`src/rtl/sha256_pkg.sv`:
```
// rtl/sha256_pkg.sv - shared SHA-256 widths, schedule FSM states and rotate helper
package sha256_pkg;

   localparam int unsigned WORD_W      = 32;
   localparam int unsigned BLOCK_WORDS = 16;
   localparam int unsigned NUM_ROUNDS  = 64;

   typedef enum logic {
      LOAD   = 1'b0,
      EXPAND = 1'b1
   } sched_state_e;

   function automatic logic [WORD_W-1:0] rotr(input logic [WORD_W-1:0] x,
                                              input int unsigned        n);
      return (x >> n) | (x << (WORD_W - n));
   endfunction

endpackage

```
`src/rtl/sha256_msg_sched_if.sv`:
```
// rtl/sha256_msg_sched_if.sv - message word in / schedule word out handshake bundle
interface sha256_msg_sched_if;
   import sha256_pkg::*;

   logic              in_valid;
   logic              in_ready;
   logic [WORD_W-1:0] in_word;
   logic              w_valid;
   logic              w_ready;
   logic [WORD_W-1:0] w_word;
   logic [5:0]        w_idx;
   logic              w_last;

   modport slave (
      input  in_valid, in_word, w_ready,
      output in_ready, w_valid, w_word, w_idx, w_last
   );

   modport master (
      output in_valid, in_word, w_ready,
      input  in_ready, w_valid, w_word, w_idx, w_last
   );

endinterface

```
`src/rtl/sha256_msg_sched_sig.sv`:
```
// rtl/sha256_msg_sched_sig.sv - SHA-256 small sigma functions used by the schedule recurrence
module sha256_sig0
   import sha256_pkg::*;
(
   input  logic [WORD_W-1:0] x,
   output logic [WORD_W-1:0] y
);
   assign y = rotr(x, 7) ^ rotr(x, 18) ^ (x >> 3);
endmodule

module sha256_sig1
   import sha256_pkg::*;
(
   input  logic [WORD_W-1:0] x,
   output logic [WORD_W-1:0] y
);
   assign y = rotr(x, 17) ^ rotr(x, 19) ^ (x >> 10);
endmodule

```
`src/rtl/sha256_msg_sched.sv`:
```
// rtl/sha256_msg_sched.sv - loads a 16-word block, then streams W0..W63 from a sliding window
module sha256_msg_sched
   import sha256_pkg::*;
#(
   parameter int unsigned DATA_WIDTH = WORD_W,
   parameter int unsigned NUM_WORDS  = NUM_ROUNDS
) (
   input  logic                clk,
   input  logic                rst_n,
   sha256_msg_sched_if.slave   bus
);

   localparam logic [3:0] LAST_LOAD = 4'(BLOCK_WORDS - 1);
   localparam logic [5:0] LAST_T    = 6'(NUM_WORDS - 1);

   sched_state_e          state_q, state_d;
   logic [3:0]            load_cnt_q, load_cnt_d;
   logic [5:0]            t_q, t_d;
   logic [DATA_WIDTH-1:0] win_q [BLOCK_WORDS];
   logic [DATA_WIDTH-1:0] win_d [BLOCK_WORDS];

   logic [DATA_WIDTH-1:0] sig0_y;
   logic [DATA_WIDTH-1:0] sig1_y;
   logic [DATA_WIDTH-1:0] next_word;

   sha256_sig0 u_sig0 (.x(win_q[1]),  .y(sig0_y));
   sha256_sig1 u_sig1 (.x(win_q[14]), .y(sig1_y));

   // Window index k holds W(t+k); the new tail is W(t+16) from pre-shift taps.
   assign next_word = sig1_y + win_q[9] + sig0_y + win_q[0];

   always_comb begin
      state_d    = state_q;
      load_cnt_d = load_cnt_q;
      t_d        = t_q;
      for (int i = 0; i < BLOCK_WORDS; i++) begin
         win_d[i] = win_q[i];
      end

      case (state_q)
         LOAD: begin
            if (bus.in_valid) begin
               win_d[load_cnt_q] = bus.in_word;
               load_cnt_d        = load_cnt_q + 4'd1;
               if (load_cnt_q == LAST_LOAD) begin
                  state_d = EXPAND;
                  t_d     = '0;
               end
            end
         end
         EXPAND: begin
            if (bus.w_ready) begin
               for (int i = 0; i < BLOCK_WORDS - 1; i++) begin
                  win_d[i] = win_q[i+1];
               end
               win_d[BLOCK_WORDS-1] = next_word;
               if (t_q == LAST_T) begin
                  state_d    = LOAD;
                  load_cnt_d = '0;
                  t_d        = '0;
               end else begin
                  t_d = t_q + 6'd1;
               end
            end
         end
         default: begin
            state_d = LOAD;
         end
      endcase
   end

   always_ff @(posedge clk or negedge rst_n) begin
      if (!rst_n) begin
         state_q    <= LOAD;
         load_cnt_q <= '0;
         t_q        <= '0;
         for (int i = 0; i < BLOCK_WORDS; i++) begin
            win_q[i] <= '0;
         end
      end else begin
         state_q    <= state_d;
         load_cnt_q <= load_cnt_d;
         t_q        <= t_d;
         for (int i = 0; i < BLOCK_WORDS; i++) begin
            win_q[i] <= win_d[i];
         end
      end
   end

   // All outputs decode straight from flops, so nothing combinational reaches them from inputs.
   assign bus.in_ready = (state_q == LOAD);
   assign bus.w_valid  = (state_q == EXPAND);
   assign bus.w_word   = win_q[0];
   assign bus.w_idx    = t_q;
   assign bus.w_last   = (state_q == EXPAND) && (t_q == LAST_T);

endmodule

```
`src/flat_wrapper.sv`:
```
// flat-port wrapper written by rule: the top's interface ports become plain ports
module sha256_msg_sched_flat import sha256_pkg::*;
#(
   parameter int unsigned DATA_WIDTH = WORD_W,
   parameter int unsigned NUM_WORDS  = NUM_ROUNDS
)
  (clk, rst_n, bus_in_valid, bus_in_word, bus_w_ready, bus_in_ready, bus_w_valid, bus_w_word, bus_w_idx, bus_w_last);
  sha256_msg_sched_if bus_i ();
  input  logic clk;
  input  logic rst_n;
  input wire logic [$bits(bus_i.in_valid)-1:0] bus_in_valid;
  input wire logic [$bits(bus_i.in_word)-1:0] bus_in_word;
  input wire logic [$bits(bus_i.w_ready)-1:0] bus_w_ready;
  output wire logic [$bits(bus_i.in_ready)-1:0] bus_in_ready;
  output wire logic [$bits(bus_i.w_valid)-1:0] bus_w_valid;
  output wire logic [$bits(bus_i.w_word)-1:0] bus_w_word;
  output wire logic [$bits(bus_i.w_idx)-1:0] bus_w_idx;
  output wire logic [$bits(bus_i.w_last)-1:0] bus_w_last;
  assign bus_i.in_valid = bus_in_valid;
  assign bus_i.in_word = bus_in_word;
  assign bus_i.w_ready = bus_w_ready;
  assign bus_in_ready = bus_i.in_ready;
  assign bus_w_valid = bus_i.w_valid;
  assign bus_w_word = bus_i.w_word;
  assign bus_w_idx = bus_i.w_idx;
  assign bus_w_last = bus_i.w_last;
  sha256_msg_sched #(.DATA_WIDTH(DATA_WIDTH), .NUM_WORDS(NUM_WORDS)) u_core (.clk(clk), .rst_n(rst_n), .bus(bus_i));
endmodule
```
`config.mk`:
```
export PLATFORM = sky130hd
export DESIGN_NAME = sha256_msg_sched_flat
export DESIGN_NICKNAME = d
export VERILOG_FILES = /design/src/rtl/sha256_pkg.sv /design/src/rtl/sha256_msg_sched_if.sv /design/src/rtl/sha256_msg_sched_sig.sv /design/src/rtl/sha256_msg_sched.sv /design/src/flat_wrapper.sv
export SDC_FILE = /design/constraint.sdc
export NUM_CORES = 1
export LEC_CHECK = 0
export ABC_AREA = 1
export BUFFER_PORTS_ARGS = -buffer_cell sky130_fd_sc_hd__clkbuf_2
export CAP_MARGIN = 10
export CORE_MARGIN = 8
export CORE_UTILIZATION = 45
export DETAILED_ROUTE_END_ITERATION = 12
export GPL_ROUTABILITY_DRIVEN = 1
export MAX_ROUTING_LAYER = met4
export PLACE_DENSITY_LB_ADDON = 0.05
export SETUP_SLACK_MARGIN = 0.1
export SLEW_MARGIN = 5
export SYNTH_ARGS = -nofsm -noshare
export SYNTH_HDL_FRONTEND = slang
export SYNTH_HIERARCHICAL = 1
export SYNTH_SLANG_ARGS = --single-unit
```
`constraint.sdc`:
```
create_clock -name clk -period 3.5 [get_ports clk]
set_clock_uncertainty 0.1 [all_clocks]
set_input_delay 0.35 -clock clk [delete_from_list [all_inputs] [get_ports clk]]
set_output_delay 0.35 -clock clk [all_outputs]
set_load 0.1 [all_outputs]
```
Word-level counts from Yosys, hierarchy flattened:

Index checks and enable logic that the tools add are counted.

* output and inout bits: 41
* flip-flop bits (word level): 523

* mux-type cells: 20
* reductions and logical operators: 5
* bitwise logic cells: 10
* eq/ne operators: 6
* add/subtract/negate cells: 5
* $lt $le $gt $ge: 2

Operators by type and width (number)
* 512-bit 2-to-1 mux: 2
* 512-bit one-hot mux with 2 select lines: 1
* 512-bit bitwise mux: 1
* 32-bit demux with 4-bit select: 1
* 32-bit adder: 3
* 32-bit XOR: 2
* 32-bit 2-to-1 mux: 1
* 13-bit by 32-bit OR with 32-bit output: 1
* 14-bit by 32-bit OR with 32-bit output: 1
* 15-bit by 32-bit OR with 32-bit output: 1
* 25-bit by 32-bit OR with 32-bit output: 1
* 32-bit by 22-bit XOR with 32-bit output: 1
* 32-bit by 29-bit XOR with 32-bit output: 1
* 6-bit 2-to-1 mux: 4
* 4-bit 2-to-1 mux: 3
* 6-bit one-hot mux with 2 select lines: 1
* 4-bit one-hot mux with 2 select lines: 1
* 6-bit by 1-bit adder with 6-bit output (second input constant): 1
* 6-bit == test (second input constant): 1
* 2-bit inequality test (second input constant): 3
* 3-bit AND reduction: 2
* 5-bit greater-or-equal comparator (second input constant): 1
* 5-bit by 1-bit less-than comparator with 1-bit output (second input constant): 1
* 4-bit NOT with 5-bit output: 1
* other kinds (8): 12

Logic depth before layout (Yosys ltp):

Gate-level depths: netlist of run 1.

* word-level depth: 8
* gate-level depth with buffers: 21
* gate-level depth less buffers: 21

Hierarchy:

The synthesis of run 1 kept the hierarchy.

By module, submodules not included
* sha256_msg_sched: times used 1, sequential area each 13087.6 µm², area an instance 28803.9 µm², cells each 3664
* sha256_sig0: times used 1, sequential area each 0.0 µm², area an instance 835.8 µm², cells each 209
* sha256_sig1: times used 1, sequential area each 0.0 µm², area an instance 726.9 µm², cells each 173

Worst setup path before layout of run 1:

Ideal clock, no wire load.

* kind: reg-to-output
* start point: reg u_core.state_q (netlist: u_core/bus.w_valid)
* end point: out bus_w_last
* path slack: -209 ps
* cell stages (with the launch flop): 7
* path buffers: 4
* data required time: 3050 ps
* arrival: 3259 ps
* cell sequence: dfrtp_1 -> buf_4 -> inv_4 -> buf_2 -> buf_2 -> buf_2 -> nor2_1

* word-level cells in the longest chain between the ends: 1

Ends and longest elaborated chain
* start, declared: RTL line sha256_msg_sched.sv:16 `sched_state_e state_q, state_d;`
* start signal, assigned: RTL line sha256_msg_sched.sv:81 `state_q <= state_d;`
* 1-bit logical AND: RTL line sha256_msg_sched.sv:95 `assign bus.w_last = (state_q == EXPAND) && (t_q == LAST_T);`
* end, declared: RTL line flat_wrapper.sv:18 `output wire logic [$bits(bus_i.w_last)-1:0] bus_w_last;`

Every way passes these cells.

Worst setup path after layout of run 1:

* start point: reg u_core/win_q[460] (netlist bit)
* end point: reg u_core/win_q[19] (netlist bit)

* word-level cells in the longest chain between the ends: 7

Ends and longest elaborated chain
* start, declared: RTL line sha256_msg_sched.sv:19 `logic [DATA_WIDTH-1:0] win_q [BLOCK_WORDS];`
* start signal, assigned by index: RTL line sha256_msg_sched.sv:85 `win_q[i] <= win_d[i];`
* 25-bit by 32-bit OR with 32-bit output: RTL line sha256_pkg.sv:15 `return (x >> n) | (x << (WORD_W - n));`
* 32-bit XOR: RTL line sha256_msg_sched_sig.sv:8 `assign y = rotr(x, 7) ^ rotr(x, 18) ^ (x >> 3);`
* 32-bit by 29-bit XOR with 32-bit output: RTL line sha256_msg_sched_sig.sv:8
* net u_core.sig0_y[5]: RTL line sha256_msg_sched.sv:22 `logic [DATA_WIDTH-1:0] sig0_y;`
* 32-bit adder (2 in a row): RTL line sha256_msg_sched.sv:30 `assign next_word = sig1_y + win_q[9] + sig0_y + win_q[0];`
* 512-bit 2-to-1 mux: RTL line sha256_msg_sched.sv:52 `if (bus.w_ready) begin`
* 512-bit one-hot mux with 2 select lines: RTL line sha256_msg_sched.sv:40 `case (state_q)`

The timed path passes the listed nets, and every way through them passes these cells. The select of a mux whose other input is x is not followed.
A chain may end at the register's enable or synchronous reset.

==> metrics.md, run 1 <==
| Metric | Value |
|---|---|
| Die height | `around 280 um` |
| Net Count, Synth | `4180` |
| Synthesized instance count | `4046` |
| Total wire length | `around 120000 um` |
| # rows | `95` |
| Fin Setup TNS | `-718 ps` |
| Clock slew at the register clock pins of the worst setup and hold paths | `60 ps` |
| Top post-synthesis cells by area | `dfrtp_1, nand2_1, inv_1, o22ai_1, o21ai_0` |
| Max-slew violations | `0` |
| Fillcell total | `6547` |
| Endpoints failing hold | `0` |
| Remaining routing DRC violations | `0` |
| CTS sink cnt | `523` |
| First-pass GRT wire length | `175000 um` |
| Cell accounting for the most synthesized area | `dfrtp_1` |
| Failing checks | `setup timing` |
| GRT Residual Overflow | `0` |
| DIE AREA | `around 76000 sq um` |
| H-tree depth | `2` |
| Total number of vias | `28.4k` |
| Clock buffer depth | `3` |
| Placed Instance Area | `33300 sq um` |
| Highest-count cells in the layout ignoring fill and taps | `nand2_1, inv_1, dfrtp_1, o21ai_0, o22ai_1` |
| Average wire per standard cell | `22.4 um` |
| Status | `finished, violations left` |
| Area delta synth->final | `23.4%` |
| Synth Area per Inst | `7.51 sq um` |
| Seq/Total Area, Yosys | `0.431` |
| CTS tree | `built` |
| Slew at the pin closest to its max-slew limit | `1120 ps` |
| Crit Path Max Fanout | `4` |
| Top cell type's share of synthesized area | `0.431` |
| Largest net degree at the start of global routing | `135` |
| Worst EP arrival | `4040 ps` |
| Util after Layout | `0.559` |
| Slew HR | `0.255` |
| Vias in the first global route | `27.4k` |
| I/O pin cnt | `77` |
| Setup slack at placement | `-394 ps` |
| Clk_lat worst skew | `640 ps` |
| Final net count | `4421` |
| CTS Buf Count | `58` |
| Final setup fails | `16` |
| Post-synth cell types | `43` |
| Root buffer cell | `clkbuf_16` |
| Mapped Area | `30400 sq um` |
| Fin crit share | `1.03` |
| Final non-filler cell area | `roughly 37000 sq um` |
| Final WS setup | `-96.4 ps` |
| EDFF count, synth | `0` |
| Initial antenna violation count | `0` |
| WP data required | `around 4000 ps` |
| Synth warn | `6` |
| Worst-path cell chain | `buf_4, nand2_2, nand3_2, nand2_2, inv_2, fa_2, inv_4, fa_1, ha_4, buf_6, nand2_4, inv_2, nand2_2, nand2_1, nand2_1, nand3_4, nand2_2, nand2_1, nand2_2, nand3_4, a22oi_1` |
| First DRT Iteration DRCs | `2477` |
| Crit start category | `flip-flop` |
| Final HPWL DP | `82600 um` |
| Max cap viols | `0` |
| PortBufs | `76` |
| Antenna viol nets, final | `0` |
| Number of synthesized register bits | `523` |
| Fmax | `278 MHz` |
| GR Util All Layers | `0.314` |
| Layout cells sized above 1 | `0.217` |
| CORE AREA | `around 67000 sq um` |
| Final Critical Period | `3600 ps` |
| Die width | `~280 um` |
| Unrepaired setup endpoints after global routing | `yes` |
| Synth Flop Type | `dfrtp_1` |
| Worst Setup End Kind | `flip-flop` |
| Setup CP Type | `flip-flop to flip-flop` |
| Initial core utilization | `0.453` |
| Worst Hold Class | `input pin to flip-flop` |
| DR pass1 iterations | `5` |
| Most used cell along the critical path | `nand2_2` |
| CP peak stage delay | `570 ps` |
| Async SR Flop Fraction | `1.00` |
| Via density | `between 5 and 6` |
| Final Wtd Congestion | `0.976` |
| Commonest non-fill, non-tap cell in the layout | `nand2_1` |
| Slowest library cell on the worst path | `fa_1` |
-- cell usage after synthesis (2+ instances only) --
cell and number:
a21oi_1 160, a22oi_1 4, a31oi_1 2, and3_1 2, buf_2 132, buf_4 37, clkbuf_1 85, clkbuf_2 17
dfrtp_1 523, fa_1 62, ha_1 36, inv_1 744, inv_2 9, inv_4 2, nand2_1 999, nand3_1 107
nand3_2 3, nor2_1 147, nor2_2 2, nor2_4 2, nor3_1 6, nor3b_1 2, o21ai_0 442, o21ai_1 47
o21ai_2 8, o21ai_4 8, o21bai_1 2, o22ai_1 418, xnor2_1 6, xor2_1 19
-- layer usage --
layer  vias to the layer above  global-route usage  share of wire
met1                     14004               0.436           0.46
li1                      13415                   -              -
met5                         -                   -              0
met4                         0               0.102          0.037
met3                       195              0.0374          0.056
met2                       801               0.479           0.45
-- worst max-delay path: cells and delay by family (launching register included) --
family / cells / cell delay (ps)
buffers and inverters: 5 / 390
flip-flops: 1 / 440
AND/OR/NAND/NOR: 12 / 1010
adder cells (fa/ha/maj): 3 / 1340
AO/OA/AOI/OAI: 1 / 210
-- layout make-up --
| type | count | area [sq um] | share of cell area |
|---|---|---|---|
| Inverter | 755 | 2860 | 0.0763 |
| Antenna cell | 1 | 2.50 | 0.0000668 |
| Timing Repair Buffer | 454 | 3780 | 0.101 |
| Multi-Input combinational cell | 2495 | 14700 | 0.393 |
| Tap cell | 873 | 1090 | 0.0292 |
| Clock buffer | 89 | 1740 | 0.0464 |
| Sequential cell | 523 | 13100 | 0.350 |
| Clock inverter | 17 | 161 | 0.00431 |
-- metrics by stage --
| stage | std cells | hold WS [ps] |
|---|---|---|
| 6_report | 5207 | 22.2 |
| 2_1_floorplan | 4046 | -45.6 |
| 3_3_place_gp | 5048 | 352 |
| 4_1_cts | 5195 | 0.959 |
| 3_5_place_dp | 5048 | 344 |
| 5_1_grt | 5206 | 5.32 |
-- logic make-up (layout without fill, tap and decap cells) --
logic type,Yosys count,after routing,synth area share
buf+inv,1028,1315,0.138
xor+xnor,25,25,0.00721
flops,523,523,0.431
compound gates,1095,1095,0.203
fa+ha+maj,98,98,0.0557
other cells,0,1,0
simple gates,1277,1277,0.165
-- worst paths after layout --
check	startpoint	to	slack, ps	depth (start not counted)
worst max-delay path	u_core/win_q[460]	u_core/win_q[19]	-100	21
max in group asynchronous	rst_n	u_core/win_q[318]	2120	3
worst max register to register	u_core/win_q[460]	u_core/win_q[19]	-100	21
min in group asynchronous	rst_n	u_core/bus.w_word[14]	240	2
worst min-delay path	bus_in_word[16]	u_core/win_q[16]	20	3
worst min register to register	u_core/win_q[394]	u_core/win_q[394]	420	2
-- sequential cells by signal (all words and copies together), names as in the netlist --
signal	count
u_core/bus.w_valid	1
u_core/bus.w_word	32
u_core/bus.w_idx	6
u_core/win_q	480
u_core/load_cnt_q	4
-- timing repair --
action,CTS,global route
pin swaps,94,76
endpoints found under the setup margin,29,28
hold endpoints to repair,96,0
resized for setup,344,162
buffers inserted,12,14
hold buffers,29,0
Power of run 1 is left out: the tool's default activity adds up to more than one toggle a clock period on the data nets, which glitch-free logic cannot reach.
==> run 2: changes to the inputs <==
Settings changed: CELL_PAD_IN_SITES_DETAIL_PLACEMENT set to 1, CELL_PAD_IN_SITES_GLOBAL_PLACEMENT set to 1, CORE_MARGIN 8 to 5, CORE_UTILIZATION 45 to 43.
==> run 2 against run 1 <==
The flow still finishes with violations (setup timing). Sequential cell count unchanged. Wire length up 12%. Worst setup slack worse by 89 ps. Non-clock buffer count down 12. Final cell count up 1.3%. Utilization down 1.7 points. Critical endpoint is now u_core/win_q[26]. Largest cell class unchanged.
==> metrics.md, run 2 (synthesis gave the netlist of run 1 again) <==
| Metric | Value |
|---|---|
| Status | `finished, violations left (unchanged)` |
| Failing checks | `setup timing (unchanged)` |
| Worst Hold Depth | `3 (unchanged)` |
| Average wire per standard cell | `24.9 um (was 22.4 um)` |
| Worst Hold Launch | `bus_in_word[18] (was bus_in_word[16])` |
| H-tree depth | `3 (was 2)` |
| Layout cells sized above 1 | `0.229 (was 0.217)` |
| WP data required | `3940 ps (about the same)` |
| Placed Instance Area | `33300 sq um (about the same)` |
| Vias in the first global route | `31.5k (was 27.4k)` |
| Fillcell total | `8491 (was 6547)` |
| Initial antenna violation count | `4 (was 0)` |
| Clock buffer depth | `3 (unchanged)` |
| Die width | `276 um (about the same)` |
| Largest net degree at the start of global routing | `131 (was 135)` |
| Endpoints failing hold | `0 (unchanged)` |
| Fmax | `271 MHz (was 278 MHz)` |
| PortBufs | `76 (unchanged)` |
| Total number of vias | `30.1k (was 28.4k)` |
| Clk_lat worst skew | `610 ps (was 640 ps)` |
| Root buffer cell | `clkbuf_16 (unchanged)` |
| Highest-count cells in the layout ignoring fill and taps | `nand2_1, inv_1, dfrtp_1, o21ai_0, o22ai_1 (unchanged)` |
| I/O pin cnt | `77 (unchanged)` |
| Hold Path Sink | `u_core/win_q[18] (was u_core/win_q[16])` |
| Final WS setup | `-185 ps (was -96.4 ps)` |
| Fin crit share | `1.05 (was 1.03)` |
| Number of flip-flops in the largest register | `480 (unchanged)` |
| Number of cells on the worst reg-to-reg path | `22 (was 21)` |
| CTS tree | `built (unchanged)` |
| Max-slew violations | `0 (unchanged)` |
| First DRT Iteration DRCs | `2360 (was 2477)` |
| Setup CP Type | `flip-flop to flip-flop (unchanged)` |
| GRT Residual Overflow | `0 (unchanged)` |
| Final net count | `4417 (was 4421)` |
| Final setup fails | `19 (was 16)` |
| DR pass1 iterations | `6 (was 5)` |
| GR Util All Layers | `0.349 (was 0.314)` |
| Crit Path Max Fanout | `3 (was 4)` |
| Slew at the pin closest to its max-slew limit | `1260 ps (was 1120 ps)` |
| Via density | `5.71 (was 5.46)` |
| Worst Setup End Kind | `flip-flop (unchanged)` |
| Unrepaired setup endpoints after global routing | `yes (unchanged)` |
| Worst EP arrival | `4120 ps (was 4040 ps)` |
| Worst Hold Class | `input pin to flip-flop (unchanged)` |
| CORE AREA | `70000 sq um (was 67000 sq um)` |
| CTS Buf Count | `66 (was 58)` |
| DIE AREA | `76000 sq um (about the same)` |
| Slew HR | `0.160 (was 0.255)` |
| Largest Register | `u_core/win_q (unchanged)` |
| Area delta synth->final | `24.9% (was 23.4%)` |
| Final Wtd Congestion | `1.01 (was 0.976)` |
| Final Critical Period | `3690 ps (was 3600 ps)` |
| Reg2Reg Launch Point | `u_core/win_q[453] (was u_core/win_q[460])` |
| Final HPWL DP | `92700 um (was 82600 um)` |
| Total wire length | `131000 um (was 117000 um)` |
| # rows | `97 (was 95)` |
| Commonest non-fill, non-tap cell in the layout | `nand2_1 (unchanged)` |
| Crit start category | `flip-flop (unchanged)` |
| Reg-to-reg setup timing slack | `-190 ps (was -100 ps)` |
| Worst R2R End | `u_core/win_q[26] (was u_core/win_q[19])` |
| Max cap viols | `0 (unchanged)` |
| Remaining routing DRC violations | `0 (unchanged)` |
| First-pass GRT wire length | `196000 um (was 175000 um)` |
| Die height | `276 um (about the same)` |
| CTS sink cnt | `523 (unchanged)` |
| Clock slew at the register clock pins of the worst setup and hold paths | `50 ps (was 60 ps)` |
| Antenna viol nets, final | `0 (unchanged)` |
| Initial core utilization | `0.434 (was 0.453)` |
| Final non-filler cell area | `37900 sq um (was 37500 sq um)` |
## run 2: final cells by class
type                       count  area [sq um]  share of cell area
clock buffer                  94          1860              0.0489
antenna                        2          5.00            0.000132
inverter                     755          2870              0.0755
multi-input combinational   2495         14900               0.394
timing repair buffer         442          3690              0.0973
sequential                   523         13100               0.345
clock inverter                23           294             0.00775
tap                          940          1180              0.0310
## run 2: worst max-delay path by stage
stage | depth (start not counted) | start | endpoint
2_1_floorplan | 18 | u_core/win_q[456] | u_core/win_q[17]
3_3_place_gp | 19 | u_core/win_q[455] | u_core/win_q[25]
3_5_place_dp | 19 | u_core/win_q[466] | u_core/win_q[25]
4_1_cts | 21 | u_core/win_q[457] | u_core/win_q[25]
5_1_grt | 19 | u_core/win_q[468] | u_core/win_q[25]
6_report | 22 | u_core/win_q[453] | u_core/win_q[26]
## run 2: critical path: stages, from the launching register on
cell,delay (ps)
dfrtp_1,430
inv_2,90
nand2_2,80
nand2_1,80
nand2_1,60
nand2_2,120
inv_2,50
fa_2,610
fa_1,480
inv_2,90
ha_4,210
nand2_1,70
nand2_2,100
nand2_2,90
nand2_2,70
nand2_2,90
nand2_4,60
a21oi_4,130
nand2_1,70
nand2_1,90
nand3_2,110
buf_6,180
a21oi_2,130
## run 2: timing repair
item	4_1_cts	5_1_grt
resized for setup	302	284
hold buffers	25	0
pin swaps	83	112
setup buffers	24	14
hold endpoints to repair	99	0
setup endpoints to repair	29	29
## run 2: layer usage
metal  global-route usage  vias up  part of all wire
met2                0.549      890              0.47
met3               0.0389      273             0.053
met5                    -        -                 0
met1                0.466    15520              0.43
li1                     -    13445                 -
met4                0.137        0             0.046
## run 2: stage by stage
stage / TNS (ps) / setup slack, ps / utilization / cells / hold slack (ps)
6_report: -2180 / -185 / 0.542 / 5274 / 15.2
5_1_grt: -4180 / -272 / 0.542 / 5274 / 29.4
4_1_cts: -1760 / -184 / 0.528 / 5262 / 2.35
3_5_place_dp: -9810 / -744 / 0.475 / 5096 / 390
3_3_place_gp: -8670 / -694 / 0.475 / 5096 / 384
2_1_floorplan: 0 / 124 / - / 4046 / -45.6
Power of run 2 is left out for the same reason.
==> run 3: changes to the inputs <==
Settings changed: CORE_UTILIZATION 43 to 47, GPL_TIMING_DRIVEN set to 0.
Clock period 3.5 ns to 3.7 ns, I/O delays scaled along.
==> run 3 against run 2 <==
The flow finishes with violations (capacitance limit, slew limit, setup timing). Worst setup slack improved by 160 ps. First-iteration DRC count increased by 33%. Critical path depth fell by 2. Final area down 5.0%. Non-clock buffer count down 9. Wire length is 1.7% higher. Hold slack gained 150 ps. Via count rose by 0.59%. Final cell count decreased by 1.9%. Utilization rose by 2.0 points. Sequential cell count did not move. Global-route usage up 2.8 points. Critical endpoint is now u_core/win_q[29].
==> metrics.md, run 3 (synthesis gave the netlist of run 1 again) <==
| Metric | Value |
|---|---|
| Status | `finished, violations left (unchanged)` |
| Failing checks | `capacitance limit, slew limit, setup timing (was setup timing)` |
| Highest-count cells in the layout ignoring fill and taps | `nand2_1, inv_1, dfrtp_1, o21ai_0, o22ai_1 (unchanged)` |
| GR Util All Layers | `0.377 (was 0.349)` |
| Hold Slack | `165 ps (was 15.2 ps)` |
| CORE AREA | `64200 sq um (was 70000 sq um)` |
| Final setup fails | `2 (was 19)` |
| Slew at the pin closest to its max-slew limit | `1540 ps (was 1260 ps)` |
| WP data required | `4170 ps (was 3940 ps)` |
| Max cap viols | `1 (was 0)` |
| Area delta synth->final | `18.7% (was 24.9%)` |
| CTS Buf Count | `59 (was 66)` |
| Setup CP Type | `flip-flop to flip-flop (unchanged)` |
| Number of flip-flops in the largest register | `480 (unchanged)` |
| Antenna viol nets, final | `0 (unchanged)` |
| Clock buffer depth | `3 (unchanged)` |
| Crit start category | `flip-flop (unchanged)` |
| Fin crit share | `1.01 (was 1.05)` |
| Vias in the first global route | `30.7k (was 31.5k)` |
| Final net count | `4401 (was 4417)` |
| DIE AREA | `69800 sq um (was 76000 sq um)` |
| WP buf/inv | `3 (was 4)` |
| Worst Hold Class | `input pin to asynchronous set/reset pin (was input pin to flip-flop)` |
| Total number of vias | `30.3k (was 30.1k)` |
| Total wire length | `133000 um (was 131000 um)` |
| Final Wtd Congestion | `1.01 (about the same)` |
| Slew HR | `-0.0260 (was 0.160)` |
| Crit Path Max Fanout | `4 (was 3)` |
| CP peak stage delay | `510 ps (was 610 ps)` |
| DR pass1 iterations | `7 (was 6)` |
| Via density | `5.86 (was 5.71)` |
| Initial core utilization | `0.473 (was 0.434)` |
| PortBufs | `76 (unchanged)` |
| # rows | `93 (was 97)` |
| Largest net degree at the start of global routing | `102 (was 131)` |
| Fmax | `268 MHz (was 271 MHz)` |
| GRT Residual Overflow | `0 (unchanged)` |
| Commonest non-fill, non-tap cell in the layout | `nand2_1 (unchanged)` |
| Setup slack at placement | `-552 ps (was -744 ps)` |
| Inst Count DP | `4982 (was 5096)` |
| Die height | `264 um (was 276 um)` |
| CTS tree | `built (unchanged)` |
| Fillcell total | `8089 (was 8491)` |
| Clk_lat worst skew | `650 ps (was 610 ps)` |
| Final Critical Period | `3730 ps (was 3690 ps)` |
| Final WS setup | `-30.0 ps (was -185 ps)` |
| First-pass GRT wire length | `194000 um (was 196000 um)` |
| Largest Register | `u_core/win_q (unchanged)` |
| Worst EP arrival | `4200 ps (was 4120 ps)` |
| I/O pin cnt | `77 (unchanged)` |
| Util after Layout | `0.561 (was 0.542)` |
| Initial antenna violation count | `4 (unchanged)` |
| Worst path top cell family by delay | `adder cells (unchanged)` |
| Final HPWL DP | `100000 um (was 92700 um)` |
| Clock slew at the register clock pins of the worst setup and hold paths | `60 ps (was 50 ps)` |
| Die width | `264 um (was 276 um)` |
| Worst Setup End Kind | `flip-flop (unchanged)` |
| Remaining routing DRC violations | `0 (unchanged)` |
| Root buffer cell | `clkbuf_16 (unchanged)` |
| Endpoints failing hold | `0 (unchanged)` |
| Non-Filler Instances | `5172 (was 5274)` |
| Max-slew violations | `11 (was 0)` |
| Slowest library cell on the worst path | `fa_1 (was fa_2)` |
| H-tree depth | `2 (was 3)` |
| First DRT Iteration DRCs | `3133 (was 2360)` |
| CTS sink cnt | `523 (unchanged)` |
| Average wire per standard cell | `25.8 um (was 24.9 um)` |
| Layout cells sized above 1 | `0.175 (was 0.229)` |
| Worst-path cell chain | `inv_2, nand2_2, nand2_1, nand2_1, nand2_2, inv_2, fa_1, inv_2, fa_2, ha_4, fa_2, nand3_2, nand3_4, nand3_4, nand3_4, nand2_2, nand2_1, nand2_1, nand3_4, a21oi_2 (was inv_2, nand2_2, nand2_1, nand2_1, nand2_2, inv_2, fa_2, fa_1, inv_2, ha_4, nand2_1, nand2_2, nand2_2, nand2_2, nand2_2, nand2_4, a21oi_4, nand2_1, nand2_1, nand3_2, buf_6, a21oi_2)` |
| Unrepaired setup endpoints after global routing | `yes (unchanged)` |
-- run 3: changes by cell type in the layout (fill, tap and decap cells not counted), moves of 26 or more --
cell / delta
nand2_2: -46
buf_6: -38
buf_4: -190
buf_12: -26
inv_1: +40
nand2_1: +74
buf_2: +132
clkbuf_1: +85
inv_2: -36
-- run 3: per-layer routing --
layer	up-vias	share of wire	GRT usage	wire, um
met5	-	0	-	0
met4	0	0.034	0.102	4540
met3	245	0.10	0.0869	13400
met2	1225	0.44	0.562	59200
met1	15427	0.42	0.523	56300
li1	13410	-	-	-
-- run 3: repair_timing --
| item | in CTS | in global routing |
|---|---|---|
| pin swaps | 28 | 60 |
| setup endpoints to repair | 26 | 25 |
| buffers inserted | 28 | 21 |
| gates resized for setup | 195 | 196 |
| endpoints found under the hold margin | 81 | 0 |
| hold buffers | 30 | 0 |
-- run 3: through the flow --
step | setup TNS (ps) | instance area [sq um]
finish | -33.6 | 36100
global route | -1040 | 36100
CTS | 0 | 35200
detailed placement | -5980 | 32000
global placement | -5441390 | 31800
floorplan | 0 | 30400
-- run 3: final timing paths --
check	endpoint	slack, ps	cells past startpoint	from
max	u_core/win_q[29]	-30	20	u_core/win_q[456]
min	u_core/bus.w_idx[3]	160	2	rst_n
max reg2reg	u_core/win_q[29]	-30	20	u_core/win_q[456]
min reg2reg	u_core/win_q[387]	420	2	u_core/win_q[387]
max in group asynchronous	u_core/win_q[330]	1930	4	rst_n
min in group clk	u_core/bus.w_valid	370	4	bus_in_valid
-- run 3: cell type report --
| cell class | instances | area, sq um | share of cell area |
|---|---|---|---|
| Multi-Input combinational cell | 2495 | 14500 | 0.401 |
| Sequential cell | 523 | 13100 | 0.364 |
| Inverter | 755 | 2840 | 0.0788 |
| Clock buffer | 97 | 1840 | 0.0511 |
| Buffer | 273 | 1360 | 0.0376 |
| Timing Repair Buffer | 160 | 1210 | 0.0337 |
| Tap cell | 855 | 1070 | 0.0297 |
| Clock inverter | 9 | 140 | 0.00389 |
| Antenna cell | 5 | 12.5 | 0.000347 |
Power of run 3 is left out for the same reason.
